--- config.mk ---
export PLATFORM = sky130hd
export DESIGN_NAME = fifo_read_drain
export DESIGN_NICKNAME = d
export VERILOG_FILES = /design/src/rtl/fifo_read_drain.sv
export SDC_FILE = /design/constraint.sdc
export NUM_CORES = 1
export LEC_CHECK = 0
export CAP_MARGIN = 20
export CORE_MARGIN = 2
export CORE_UTILIZATION = 54
export CTS_CLUSTER_DIAMETER = 120
export CTS_CLUSTER_SIZE = 40
export DETAILED_ROUTE_END_ITERATION = 10
export PLACE_DENSITY = 0.79
export SYNTH_ARGS = -nofsm -noshare
export SYNTH_HDL_FRONTEND = slang
export SYNTH_SLANG_ARGS = --single-unit
--- constraint.sdc ---
create_clock -name r_clk -period 2.44 [get_ports r_clk]
set_clock_uncertainty 0.1 [all_clocks]
set_input_delay 0.244 -clock r_clk [delete_from_list [all_inputs] [get_ports r_clk]]
set_output_delay 0.244 -clock r_clk [all_outputs]
set_load 0.05 [all_outputs]
--- src/rtl/fifo_read_drain.sv ---
// Read-side drain for the async FIFO: pops words into a 2-entry skid buffer and streams them out
// on a valid/ready port with optional burst framing. Define READ_DRAIN_STATS_EN for transfer/stall counters.
module fifo_read_drain #(
  parameter int DATASIZE = 8,
  parameter int LENSIZE  = 8
) (
  input  logic                r_clk,
  input  logic                r_rst,
  input  logic                rempty,
  input  logic [DATASIZE-1:0] rdata,
  output logic                r_inc,
  input  logic                enable,
  input  logic [LENSIZE-1:0]  burst_len,
  output logic [DATASIZE-1:0] m_data,
  output logic                m_valid,
  input  logic                m_ready,
  output logic                m_last,
  output logic                busy,
  output logic                burst_done,
`ifdef READ_DRAIN_STATS_EN
  output logic [31:0]         word_count,
  output logic [31:0]         stall_count,
`endif
  output logic [1:0]          dbg_state
);

  // Handshake: a word moves when m_valid & m_ready in the same cycle; once m_valid rises,
  // m_data/m_last are frozen until that transfer happens.

  typedef enum logic [1:0] {
    IDLE  = 2'd0,
    RUN   = 2'd1,
    FLUSH = 2'd2
  } state_t;

  localparam logic [LENSIZE-1:0] LEN_ONE = LENSIZE'(1);

  state_t              state_q, state_d;
  logic [DATASIZE-1:0] mem_q [2];
  logic                wr_ptr_q, rd_ptr_q;
  logic [1:0]          occ_q;
  logic                inflight_q;
  logic [LENSIZE-1:0]  len_q, issued_q, delivered_q;
  logic                pop, issue_limit, credit_ok, start;

  assign m_valid     = (occ_q != 2'd0);
  assign m_data      = mem_q[rd_ptr_q];
  assign pop         = m_valid & m_ready;
  assign issue_limit = (len_q != '0) && (issued_q == len_q);
  // A word popped this cycle frees its slot in time for a read issued now.
  assign credit_ok   = ({1'b0, occ_q} + {2'b00, inflight_q}) < (3'd2 + {2'b00, pop});
  assign m_last      = m_valid && (len_q != '0) && (delivered_q == (len_q - LEN_ONE));
  assign busy        = (state_q != IDLE);
  assign dbg_state   = state_q;

  always_comb begin
    state_d    = state_q;
    r_inc      = 1'b0;
    burst_done = 1'b0;
    start      = 1'b0;
    case (state_q)
      IDLE: begin
        if (enable) begin
          state_d = RUN;
          start   = 1'b1;
        end
      end
      RUN: begin
        r_inc = !rempty && credit_ok && !issue_limit;
        if (issue_limit || !enable) state_d = FLUSH;
      end
      FLUSH: begin
        if (occ_q == 2'd0 && !inflight_q) begin
          state_d    = IDLE;
          burst_done = (len_q != '0) && (delivered_q == len_q);
        end
      end
      default: state_d = IDLE;
    endcase
  end

  always_ff @(posedge r_clk or negedge r_rst) begin
    if (!r_rst) begin
      state_q    <= IDLE;
      inflight_q <= 1'b0;
    end else begin
      state_q    <= state_d;
      inflight_q <= r_inc;
    end
  end

  // The word requested last cycle is on rdata now and lands in the tail slot.
  always_ff @(posedge r_clk or negedge r_rst) begin
    if (!r_rst) begin
      mem_q[0] <= '0;
      mem_q[1] <= '0;
      wr_ptr_q <= 1'b0;
      rd_ptr_q <= 1'b0;
      occ_q    <= 2'd0;
    end else begin
      if (inflight_q) begin
        mem_q[wr_ptr_q] <= rdata;
        wr_ptr_q        <= ~wr_ptr_q;
      end
      if (pop) rd_ptr_q <= ~rd_ptr_q;
      case ({inflight_q, pop})
        2'b10:   occ_q <= occ_q + 2'd1;
        2'b01:   occ_q <= occ_q - 2'd1;
        default: occ_q <= occ_q;
      endcase
    end
  end

  always_ff @(posedge r_clk or negedge r_rst) begin
    if (!r_rst) begin
      len_q       <= '0;
      issued_q    <= '0;
      delivered_q <= '0;
    end else if (start) begin
      len_q       <= burst_len;
      issued_q    <= '0;
      delivered_q <= '0;
    end else begin
      if (r_inc) issued_q    <= issued_q + LEN_ONE;
      if (pop)   delivered_q <= delivered_q + LEN_ONE;
    end
  end

  a_no_overflow: assert property (@(posedge r_clk) disable iff (!r_rst)
    !(inflight_q && !pop && occ_q == 2'd2));

`ifdef READ_DRAIN_STATS_EN
  logic [31:0] word_cnt_q, stall_cnt_q;

  always_ff @(posedge r_clk or negedge r_rst) begin
    if (!r_rst) begin
      word_cnt_q  <= '0;
      stall_cnt_q <= '0;
    end else begin
      if (pop && word_cnt_q != '1) word_cnt_q <= word_cnt_q + 32'd1;
      if (m_valid && !m_ready && stall_cnt_q != '1) stall_cnt_q <= stall_cnt_q + 32'd1;
    end
  end

  assign word_count  = word_cnt_q;
  assign stall_count = stall_cnt_q;
`endif

endmodule

==> results of run 1 <==
## stage by stage
step / setup slack, ns / setup TNS (ns) / power (mW) / util / cells
2_1_floorplan: 0.0212 / 0 / 2.88 / - / 238
3_3_place_gp: 0.182 / 0 / 3.40 / 0.673 / 324
3_5_place_dp: 0.173 / 0 / 3.47 / 0.673 / 324
4_1_cts: -0.0351 / -0.0351 / 4.03 / 0.708 / 335
5_1_grt: -0.167 / -0.228 / 4.46 / 0.733 / 340
6_report: -0.0695 / -0.0695 / 4.20 / 0.733 / 340
## layer usage
layer	GRT usage	part of all wire
met5	0	0
met3	0.0408	0.034
met4	0.0734	0.020
met1	0.302	0.43
met2	0.379	0.51
## how the worst max path moves through the flow
stage | from | end | depth (start not counted)
2_1_floorplan | len_q[0]$_DFFE_PN0P_ | m_last | 7
3_3_place_gp | len_q[0]$_DFFE_PN0P_ | m_last | 8
3_5_place_dp | len_q[1]$_DFFE_PN0P_ | m_last | 8
4_1_cts | len_q[1]$_DFFE_PN0P_ | m_last | 8
5_1_grt | len_q[1]$_DFFE_PN0P_ | m_last | 8
6_report | len_q[1]$_DFFE_PN0P_ | m_last | 8
## cell families after synthesis
kind of cell | Yosys count
AOI/OAI and AO/OA | 18
xor gates and xnor gates | 33
adders and majority gates | 6
buffers and inverters | 14
DFF | 47
muxes | 28
and+or+nand+nor | 92
## registers in the layout (all words and copies together) (netlist names)
signal and cells:
wr_ptr_q 1, delivered_q 8, issued_q 8, len_q 8
inflight_q 1, dbg_state 2, mem_q 16, rd_ptr_q 1
occ_q 2
## cells in the mapped netlist
master     n  share of area
or4_1      5          0.015
a21oi_1    7          0.014
nor3_1     7          0.014
xnor2_1   22          0.078
o21ai_0    4         0.0081
o31ai_1    4          0.012
and4bb_1   1         0.0051
nand2_1   34          0.052
or3_1      1         0.0025
clkbuf_1   4         0.0061
nand4_1    3         0.0076
xor2_1    11          0.039
mux2i_1    4          0.016
buf_2      3         0.0061
buf_4      1         0.0030
and3_1     4          0.010
a32oi_1    1         0.0036
a31oi_1    1         0.0025
dfrtp_1   47           0.48
nor2_1    16          0.024
nand2b_1   4          0.010
nor3b_1    1         0.0030
nand4b_1   1         0.0036
nor4_1     2         0.0051
mux2_2    24           0.11
or2_2      3         0.0076
o22ai_1    1         0.0025
nor2b_1    1         0.0025
ha_1       6          0.030
nand3_1    9          0.018
inv_1      6         0.0091
## repair_timing
action,in CTS,in global routing
setup endpoints to repair,3,3
resized for setup,7,16
pin swaps,2,6
setup buffers,2,5
hold buffers,1,0
hold endpoints to repair,47,0
## cell usage in the layout, fill, tap and decap left out, types with 2 or more instances in the layout
| cell type | n |
|---|---|
| ha_1 | 5 |
| o21ai_0 | 4 |
| nor4_4 | 2 |
| dfrtp_2 | 2 |
| clkinvlp_4 | 2 |
| nand3_1 | 9 |
| and3_1 | 4 |
| nand2_1 | 33 |
| nor2_1 | 14 |
| or2_2 | 2 |
| nor3_4 | 2 |
| inv_1 | 4 |
| mux2i_1 | 4 |
| nor3_1 | 4 |
| or4_1 | 4 |
| xor2_1 | 11 |
| a21oi_1 | 6 |
| clkdlybuf4s50_1 | 31 |
| inv_2 | 2 |
| mux2_2 | 24 |
| nand2b_1 | 3 |
| buf_12 | 3 |
| nor2_4 | 2 |
| buf_4 | 14 |
| o31ai_1 | 4 |
| nand4_1 | 3 |
| clkbuf_8 | 5 |
| dfrtp_1 | 45 |
| xnor2_1 | 20 |
## power by group
group | internal, mW | switching [mW] | total, mW
Clock | 0.205 | 0.276 | 0.481
Combinational | 1.04 | 1.27 | 2.31
Sequential | 1.07 | 0.335 | 1.41
## critical path, cell delays in order (launching register included)
cell	delay [ns]
dfrtp_1	0.41
buf_4	0.14
buf_4	0.15
nor3_4	0.20
xor2_1	0.12
nor3_1	0.20
a31oi_1	0.10
nor4_4	0.36
buf_12	0.18
## final cells by class
| type | count | area [sq um] |
|---|---|---|
| clock buffer | 5 | 68.8 |
| clock inverter | 3 | 23.8 |
| fill | 318 | 1170 |
| inverter | 6 | 22.5 |
| multi-input combinational | 177 | 1360 |
| sequential | 47 | 1180 |
| tap | 52 | 65.1 |
| timing repair buffer | 50 | 490 |
==> flow_metrics.py, run 1 <==
metrics = {
    "die": {
        "die-area_sq_um": 5120,
        "rows": 24,
        "ios": 36,
        "chipWidth_um": 71.5,
        "core_area_sq_um": 4380,
        "die_y_um": 71.5,
        "start_util": 0.562,
    },
    "clocking": {
        "cts_tree": "yes",
        "clkSinkCount": 47,
        "clk_latency_ns": 0.30,
        "cts.clk_slew.worst_paths_ns": 0.09,
        "h-tree-depth": 2,
        "clock_path_buffers": 2,
        "cts_buffers": 5,
        "root_buffer": "clkbuf_8",
    },
    "global_route": {
        "grt_pass1_vias": 1977,
        "grt_pass1_wl_mm": 9.23,
        "antenna_found_initial": 0,
        "overflow": 0,
        "grt_max_degree": 48,
        "grtUsageTotal": 0.227,
    },
    "final_layout": {
        "final_cell_area_sq_um": 3210,
        "final_nets": 314,
        "antenna_cells": 0,
        "drive_above_1_share": 0.250,
        "area.growth.synth_to_final_pct": 30.4,
    },
    "power_and_ir_drop": {
        "max-vdd-ir-drop_mv": 0.569,
        "power.leakage_nw": 1.35,
        "power.density_nw_per_um2": 1310,
    },
    "flow_run": {
        "maxCapViolCount": 0,
    },
    "status": {
        "violations": "negative setup slack",
        "outcome": "finished with violations",
    },
    "drt": {
        "vias_per_cell": 5.61,
        "vias": 1907,
        "drcViolationCount": 0,
        "drt-initial-drc-count": 93,
        "routed_wl_mm": 5.40,
        "ant_nets": 0,
        "firstDrtPassIters": 4,
        "wire_per_inst_um": 15.9,
    },
    "timing": {
        "finalHoldViolations": 0,
        "post-route-min-period_ns": 2.51,
        "grt_setup_unrepaired": "yes",
        "fmax_mhz": 398,
        "drv_slew": 0,
        "slew_headroom": 0.655,
        "finalHoldWorstSlack_ns": 0.349,
        "fin_ws_ns": -0.0695,
        "period_share": 1.03,
        "setup-violations-final": 1,
        "worst_slew_pin_slew_ns": 0.516,
    },
    "setup_path": {
        "r2r_slack_ns": 0.17,
        "cp.required_ns": 2.10,
        "path_class": "flip-flop to output pin",
        "worst_setup_path_start_kind": "flip-flop",
        "reg2reg_from": "len_q[6]$_DFFE_PN0P_",
        "ff2ff_path_depth": 7,
        "rr_endpoint": "issued_q[6]$_DFFE_PN0P_",
        "cp.arrival_ns": 2.17,
        "endpoint_kind": "output pin",
        "worstPathMaxFanout": 3,
    },
    "synthesis": {
        "syn_nets": 265,
        "synth-compound-area-share": 0.0432,
        "synth_fa_ha_area_frac": 0.0305,
        "syn_area_sq_um": 2460,
        "synth_cell_type_count": 31,
        "yosysSeqAreaShare": 0.477,
        "synthCells": 238,
        "muxShareOfSynthArea": 0.126,
        "yosys.area_share.simple": 0.181,
        "ys_warn_count": 0,
        "synth_area_per_cell_sq_um": 10.4,
        "yosys.area_share.xor_xnor": 0.117,
        "yosys_register_bits": 47,
        "synth_top_family_by_area": "simple AND/OR/NAND/NOR gates",
    },
    "placement": {
        "place.gp.congestion": 0.890,
        "dp_hpwl_mm": 3.63,
        "place_area_sq_um": 2950,
        "port_buffers": 35,
    },
    "min_path": {
        "hp-class": "input port to asynchronous set/reset pin",
    },
}
No activity file was read; power rests on OpenSTA's default activity.
==> inputs of run 2 (changes only) <==
- CAP_MARGIN: 20 -> 10
- CORE_MARGIN: 2 -> 4
==> run 2 against run 1 <==
  * Final cell count unchanged
  * The run still ends with negative setup slack left
  * Setup slack worse by 0.015 ns
  * Combinational power up 3%
  * Sequential cell count unchanged
  * First-iteration DRC count up 29%
==> flow_metrics.py, run 2 (synthesis gave the netlist of run 1 again) <==
metrics = {
    "setup_path": {
        "worstPathMaxFanout": 2,
        "r2r_slack_ns": 0.15,
        "cp.required_ns": 2.10,
        "reg2reg_from": "len_q[1]$_DFFE_PN0P_",
        "path_class": "flip-flop to output pin",
        "cp.arrival_ns": 2.18,
        "rr_endpoint": "issued_q[6]$_DFFE_PN0P_",
        "endpoint_kind": "output pin",
        "ff2ff_path_depth": 9,
        "worst_setup_path_start_kind": "flip-flop",
    },
    "clocking": {
        "cts.clk_slew.worst_paths_ns": 0.09,
        "clkSinkCount": 47,
        "clock_path_buffers": 2,
        "clk_latency_ns": 0.30,
        "cts_tree": "yes",
        "cts_buffers": 5,
        "root_buffer": "clkbuf_8",
        "h-tree-depth": 2,
    },
    "placement": {
        "dp_hpwl_mm": 3.72,
        "placed_cells": 326,
        "place.gp.congestion": 0.876,
        "place_area_sq_um": 2970,
        "port_buffers": 35,
    },
    "global_route": {
        "overflow": 0,
        "grt_pass1_vias": 1938,
        "grtUsageTotal": 0.207,
        "grt_max_degree": 48,
        "grt_pass1_wl_mm": 8.91,
        "antenna_found_initial": 0,
    },
    "power_and_ir_drop": {
        "power.leakage_nw": 1.37,
        "power_mw": 4.35,
        "power.density_nw_per_um2": 1340,
        "max-vdd-ir-drop_mv": 0.659,
    },
    "timing": {
        "post-route-min-period_ns": 2.52,
        "fmax_mhz": 396,
        "setup-violations-final": 1,
        "finalHoldViolations": 0,
        "fin_ws_ns": -0.0841,
        "tns_ns": -0.0841,
        "finalHoldWorstSlack_ns": 0.334,
        "grt_setup_unrepaired": "yes",
        "worst_slew_pin_slew_ns": 0.514,
        "period_share": 1.03,
        "drv_slew": 0,
        "slew_headroom": 0.657,
    },
    "drt": {
        "routed_wl_mm": 5.64,
        "wire_per_inst_um": 16.6,
        "vias_per_cell": 5.66,
        "drt-initial-drc-count": 120,
        "drcViolationCount": 0,
        "firstDrtPassIters": 4,
        "ant_nets": 0,
        "vias": 1923,
    },
    "die": {
        "rows": 24,
        "start_util": 0.562,
        "core_area_sq_um": 4380,
        "ios": 36,
        "die-area_sq_um": 5710,
        "die_y_um": 75.5,
        "chipWidth_um": 75.5,
    },
    "status": {
        "outcome": "finished with violations",
        "violations": "negative setup slack",
    },
    "final_layout": {
        "final_nets": 314,
        "layout_commonest_cell": "dfrtp_1",
        "antenna_cells": 0,
        "layout_common_cells": "dfrtp_1 (46), nand2_1 (33), clkdlybuf4s50_1 (31)",
        "register_area_sq_um": 1180,
        "final_cell_area_sq_um": 3250,
        "fin_cells": 340,
        "area.growth.synth_to_final_pct": 31.8,
        "largest-register": "mem_q",
        "num-fill-cells": 308,
        "multiInputGateArea_sq_um": 1370,
        "largest_register_ffs": 16,
        "drive_above_1_share": 0.257,
    },
    "flow_run": {
        "maxCapViolCount": 0,
    },
    "min_path": {
        "hp-class": "input port to asynchronous set/reset pin",
    },
}
run 2: changes by cell type in the layout (fill, tap and decap cells not counted), moves of 2 or more:
cell        previous run  this run
clkinvlp_4             2         0
buf_6                  0         2
buf_4                 14        12
xor2_2                 0         2
xor2_1                11         9
run 2: per-stage QoR:
stage          setup slack, ns   util
2_1_floorplan           0.0212      -
3_3_place_gp             0.180  0.677
3_5_place_dp             0.126  0.677
4_1_cts                 -0.170  0.727
5_1_grt                 -0.151  0.741
6_report               -0.0841  0.741
run 2: repair_timing:
action	4_1_cts	5_1_grt
setup buffers	5	0
hold endpoints to repair	47	0
pin swaps	7	7
gates resized for setup	14	11
hold buffers	1	0
endpoints found under the setup margin	3	3
run 2: worst max path at each step:
| stage | startpoint | to | cells after the start |
|---|---|---|---|
| final | len_q[1]$_DFFE_PN0P_ | m_last | 9 |
| after global routing | len_q[0]$_DFFE_PN0P_ | m_last | 9 |
| after CTS | len_q[1]$_DFFE_PN0P_ | m_last | 8 |
| after detailed placement | len_q[0]$_DFFE_PN0P_ | m_last | 8 |
| after global placement | len_q[0]$_DFFE_PN0P_ | m_last | 8 |
| after floorplan | len_q[0]$_DFFE_PN0P_ | m_last | 7 |
run 2: final cells by class:
class                      count  area share
multi-input combinational    177       0.421
sequential                    47       0.362
timing repair buffer          50       0.153
clock buffer                   5      0.0212
tap                           52      0.0200
clock inverter                 3      0.0146
inverter                       6     0.00693
run 2: power by group:
group          switching [mW]  total (mW)  internal, mW
clock network           0.270       0.580         0.310
logic                    1.32        2.39          1.07
registers               0.312        1.38          1.07
total                    1.90        4.35          2.45
run 2: layer usage:
layer,vias to the layer above,part of all wire,global-route usage
met5,-,0,0
met3,8,0.059,0.0449
met1,940,0.41,0.250
met2,65,0.52,0.367
met4,0,0.014,0.0680
li1,910,-,-
run 2: worst max-delay path, stage by stage (launching register included):
cell,delay [ns]
dfrtp_1,0.41
inv_2,0.10
ha_4,0.15
nand2b_4,0.06
buf_6,0.12
xor2_2,0.16
nor3_2,0.24
a31oi_2,0.08
nor4_4,0.37
buf_12,0.18
==> inputs of run 3 (changes only) <==
- CORE_UTILIZATION: 54 -> 49
- PLACE_DENSITY: 0.79 -> 0.76
- clock period: 2.44 -> 2.2 ns (I/O delays scaled with it)
==> run 3 against run 2 <==
  * The run still ends with negative setup slack left
  * Via count decreased by 0.42%
  * Die area increased by 9.1%
  * Setup slack worse by 0.15 ns
  * Combinational power is 13% higher
  * Non-clock buffer count is 7 higher
  * Sequential power increased by 9%
  * Global-route usage down 1.8 points
  * Critical path depth fell by 2
  * Final area is 0.96% higher
  * First-iteration DRC count fell by 10%
  * Clock power decreased by 9.7%
  * Total power rose by 8.6%
  * Critical endpoint unchanged
  * Largest cell class unchanged
==> flow_metrics.py, run 3 (synthesis gave the netlist of run 1 again) <==
metrics = {
    "timing": {
        "fin_ws_ns": -0.232,
        "setup-violations-final": 2,
        "period_share": 1.11,
        "drv_slew": 0,
        "slew_headroom": 0.616,
        "finalHoldWorstSlack_ns": 0.330,
        "finalHoldViolations": 0,
        "post-route-min-period_ns": 2.43,
        "grt_setup_unrepaired": "yes",
        "worst_slew_pin_slew_ns": 0.575,
        "fmax_mhz": 411,
    },
    "clocking": {
        "h-tree-depth": 2,
        "cts_buffers": 5,
        "clk_latency_ns": 0.31,
        "clkSinkCount": 47,
        "cts.clk_slew.worst_paths_ns": 0.08,
        "cts_tree": "yes",
        "root_buffer": "clkbuf_8",
        "clock_path_buffers": 2,
    },
    "final_layout": {
        "final_nets": 322,
        "largest_register_ffs": 16,
        "layout_common_cells": "dfrtp_1 (45), nand2_1 (34), mux2_2 (24)",
        "antenna_cells": 0,
        "drive_above_1_share": 0.291,
        "fin_cells": 363,
        "area.growth.synth_to_final_pct": 33.1,
        "layout_commonest_cell": "dfrtp_1",
        "largest-register": "mem_q",
        "post-route-util": 0.685,
    },
    "setup_path": {
        "path_class": "flip-flop to output pin",
        "worst_setup_path_start_kind": "flip-flop",
        "r2r_slack_ns": 0.08,
        "endpoint_kind": "output pin",
        "ff2ff_path_depth": 7,
        "path_cells": "xnor2_1 -> buf_4 -> xor2_2 -> nor3_2 -> a31oi_2 -> nor4_4 -> buf_12",
        "worst_path_largest_cell_delay_ns": 0.46,
        "cp.arrival_ns": 2.11,
        "path_delay_family": "simple AND/OR/NAND/NOR gates",
        "worstPathMaxFanout": 5,
        "reg2reg_from": "len_q[3]$_DFFE_PN0P_",
        "crit_slowest_cell": "dfrtp_2",
        "path_buf_inv": 2,
        "rr_endpoint": "issued_q[2]$_DFFE_PN0P_",
        "cp.required_ns": 1.88,
    },
    "placement": {
        "dp_hpwl_mm": 3.95,
        "placed_cells": 351,
        "port_buffers": 35,
        "place.gp.congestion": 0.839,
    },
    "power_and_ir_drop": {
        "combPwrFrac": 0.573,
        "switching_share": 0.449,
        "power.density_nw_per_um2": 1440,
        "internal_power_mw": 2.61,
        "seqPwrFrac": 0.316,
        "max-vdd-ir-drop_mv": 0.707,
        "net-switching-power_mw": 2.12,
        "clockPowerShare": 0.111,
        "power.leakage_nw": 1.40,
    },
    "die": {
        "chipWidth_um": 78.9,
        "ios": 36,
        "start_util": 0.515,
        "rows": 25,
        "die_y_um": 78.9,
        "core_area_sq_um": 4790,
        "die-area_sq_um": 6230,
    },
    "drt": {
        "drcViolationCount": 0,
        "routed_wl_mm": 5.62,
        "vias": 1915,
        "ant_nets": 0,
        "wire_per_inst_um": 15.5,
        "vias_per_cell": 5.28,
        "drt-initial-drc-count": 108,
        "firstDrtPassIters": 4,
    },
    "flow_run": {
        "maxCapViolCount": 0,
    },
    "global_route": {
        "overflow": 0,
        "grtUsageTotal": 0.190,
        "antenna_found_initial": 0,
        "grt_pass1_wl_mm": 9.21,
        "grt_max_degree": 48,
        "grt_pass1_vias": 1909,
    },
    "status": {
        "violations": "negative setup slack",
        "outcome": "finished with violations",
    },
    "min_path": {
        "worstHoldPathCells": 3,
        "hp-class": "input port to flip-flop",
        "min-delay-start": "burst_len[4]",
        "worstHoldEndpoint": "len_q[4]$_DFFE_PN0P_",
    },
}
==> run 3: cell count changes in the layout (fill, tap and decap cells not counted), sizes merged <==
| cell | previous run | this run |
|---|---|---|
| clkdlybuf4s50 | 31 | 23 |
| buf | 18 | 28 |
| bufinv | 1 | 0 |
| dlygate4sd2 | 0 | 5 |
| nand2 | 34 | 35 |
| inv | 7 | 6 |
| clkinvlp | 0 | 2 |
==> run 3: worst min-delay path, stage by stage <==
cell and delay [ns]:
clkdlybuf4s50_1 0.39, nand2_1 0.05, nand2_1 0.04
==> run 3: per-layer routing <==
layer,global-route usage,routed length [um],vias up
li1,-,-,938
met1,0.257,2630,928
met2,0.309,2720,39
met3,0.0340,168,10
met4,0.0619,97,0
met5,0,0,-
==> run 3: power by group through the flow <==
stage	combinational, mW	sequential [mW]	clock, mW
floorplan	1.72	1.48	0
global placement	2.46	1.48	0
finish	2.71	1.50	0.524
global route	2.93	1.55	0.571
detailed placement	2.51	1.50	0
CTS	2.51	1.48	0.531
==> run 3: how the worst max path moves through the flow <==
stage                         start     end  slack [ns]  depth (start not counted)
5_1_grt        len_q[1]$_DFFE_PN0P_  m_last       -0.32                          9
2_1_floorplan  len_q[0]$_DFFE_PN0P_  m_last       -0.19                          7
4_1_cts        len_q[1]$_DFFE_PN0P_  m_last       -0.29                          8
3_5_place_dp   len_q[1]$_DFFE_PN0P_  m_last       -0.03                          8
6_report       len_q[4]$_DFFE_PN0P_  m_last       -0.23                          7
3_3_place_gp   len_q[0]$_DFFE_PN0P_  m_last       0.001                          8
==> run 3: what timing repair did <==
action,4_1_cts,5_1_grt
buffers inserted,0,2
gates cloned,0,1
hold buffers,1,0
endpoints found under the setup margin,8,7
pin swaps,5,6
hold endpoints to repair,47,0
resized for setup,13,20
==> run 3: final cells by class <==
class / instances / area, sq um
timing repair buffer: 57 / 528
tap: 67 / 83.8
fill: 376 / 1510
clock buffer: 5 / 68.8
sequential: 47 / 1180
inverter: 6 / 22.5
clock inverter: 3 / 20.0
multi-input combinational: 178 / 1380
==> run 3: stage by stage <==
step / setup TNS (ns) / setup WS (ns) / power (mW) / instance area [sq um]
global placement: 0 / 0.00133 / 3.94 / 3050
finish: -0.320 / -0.232 / 4.73 / 3280
floorplan: -0.302 / -0.195 / 3.20 / 2500
global route: -0.622 / -0.315 / 5.05 / 3280
CTS: -0.390 / -0.289 / 4.52 / 3170
detailed placement: -0.0335 / -0.0335 / 4.00 / 3050
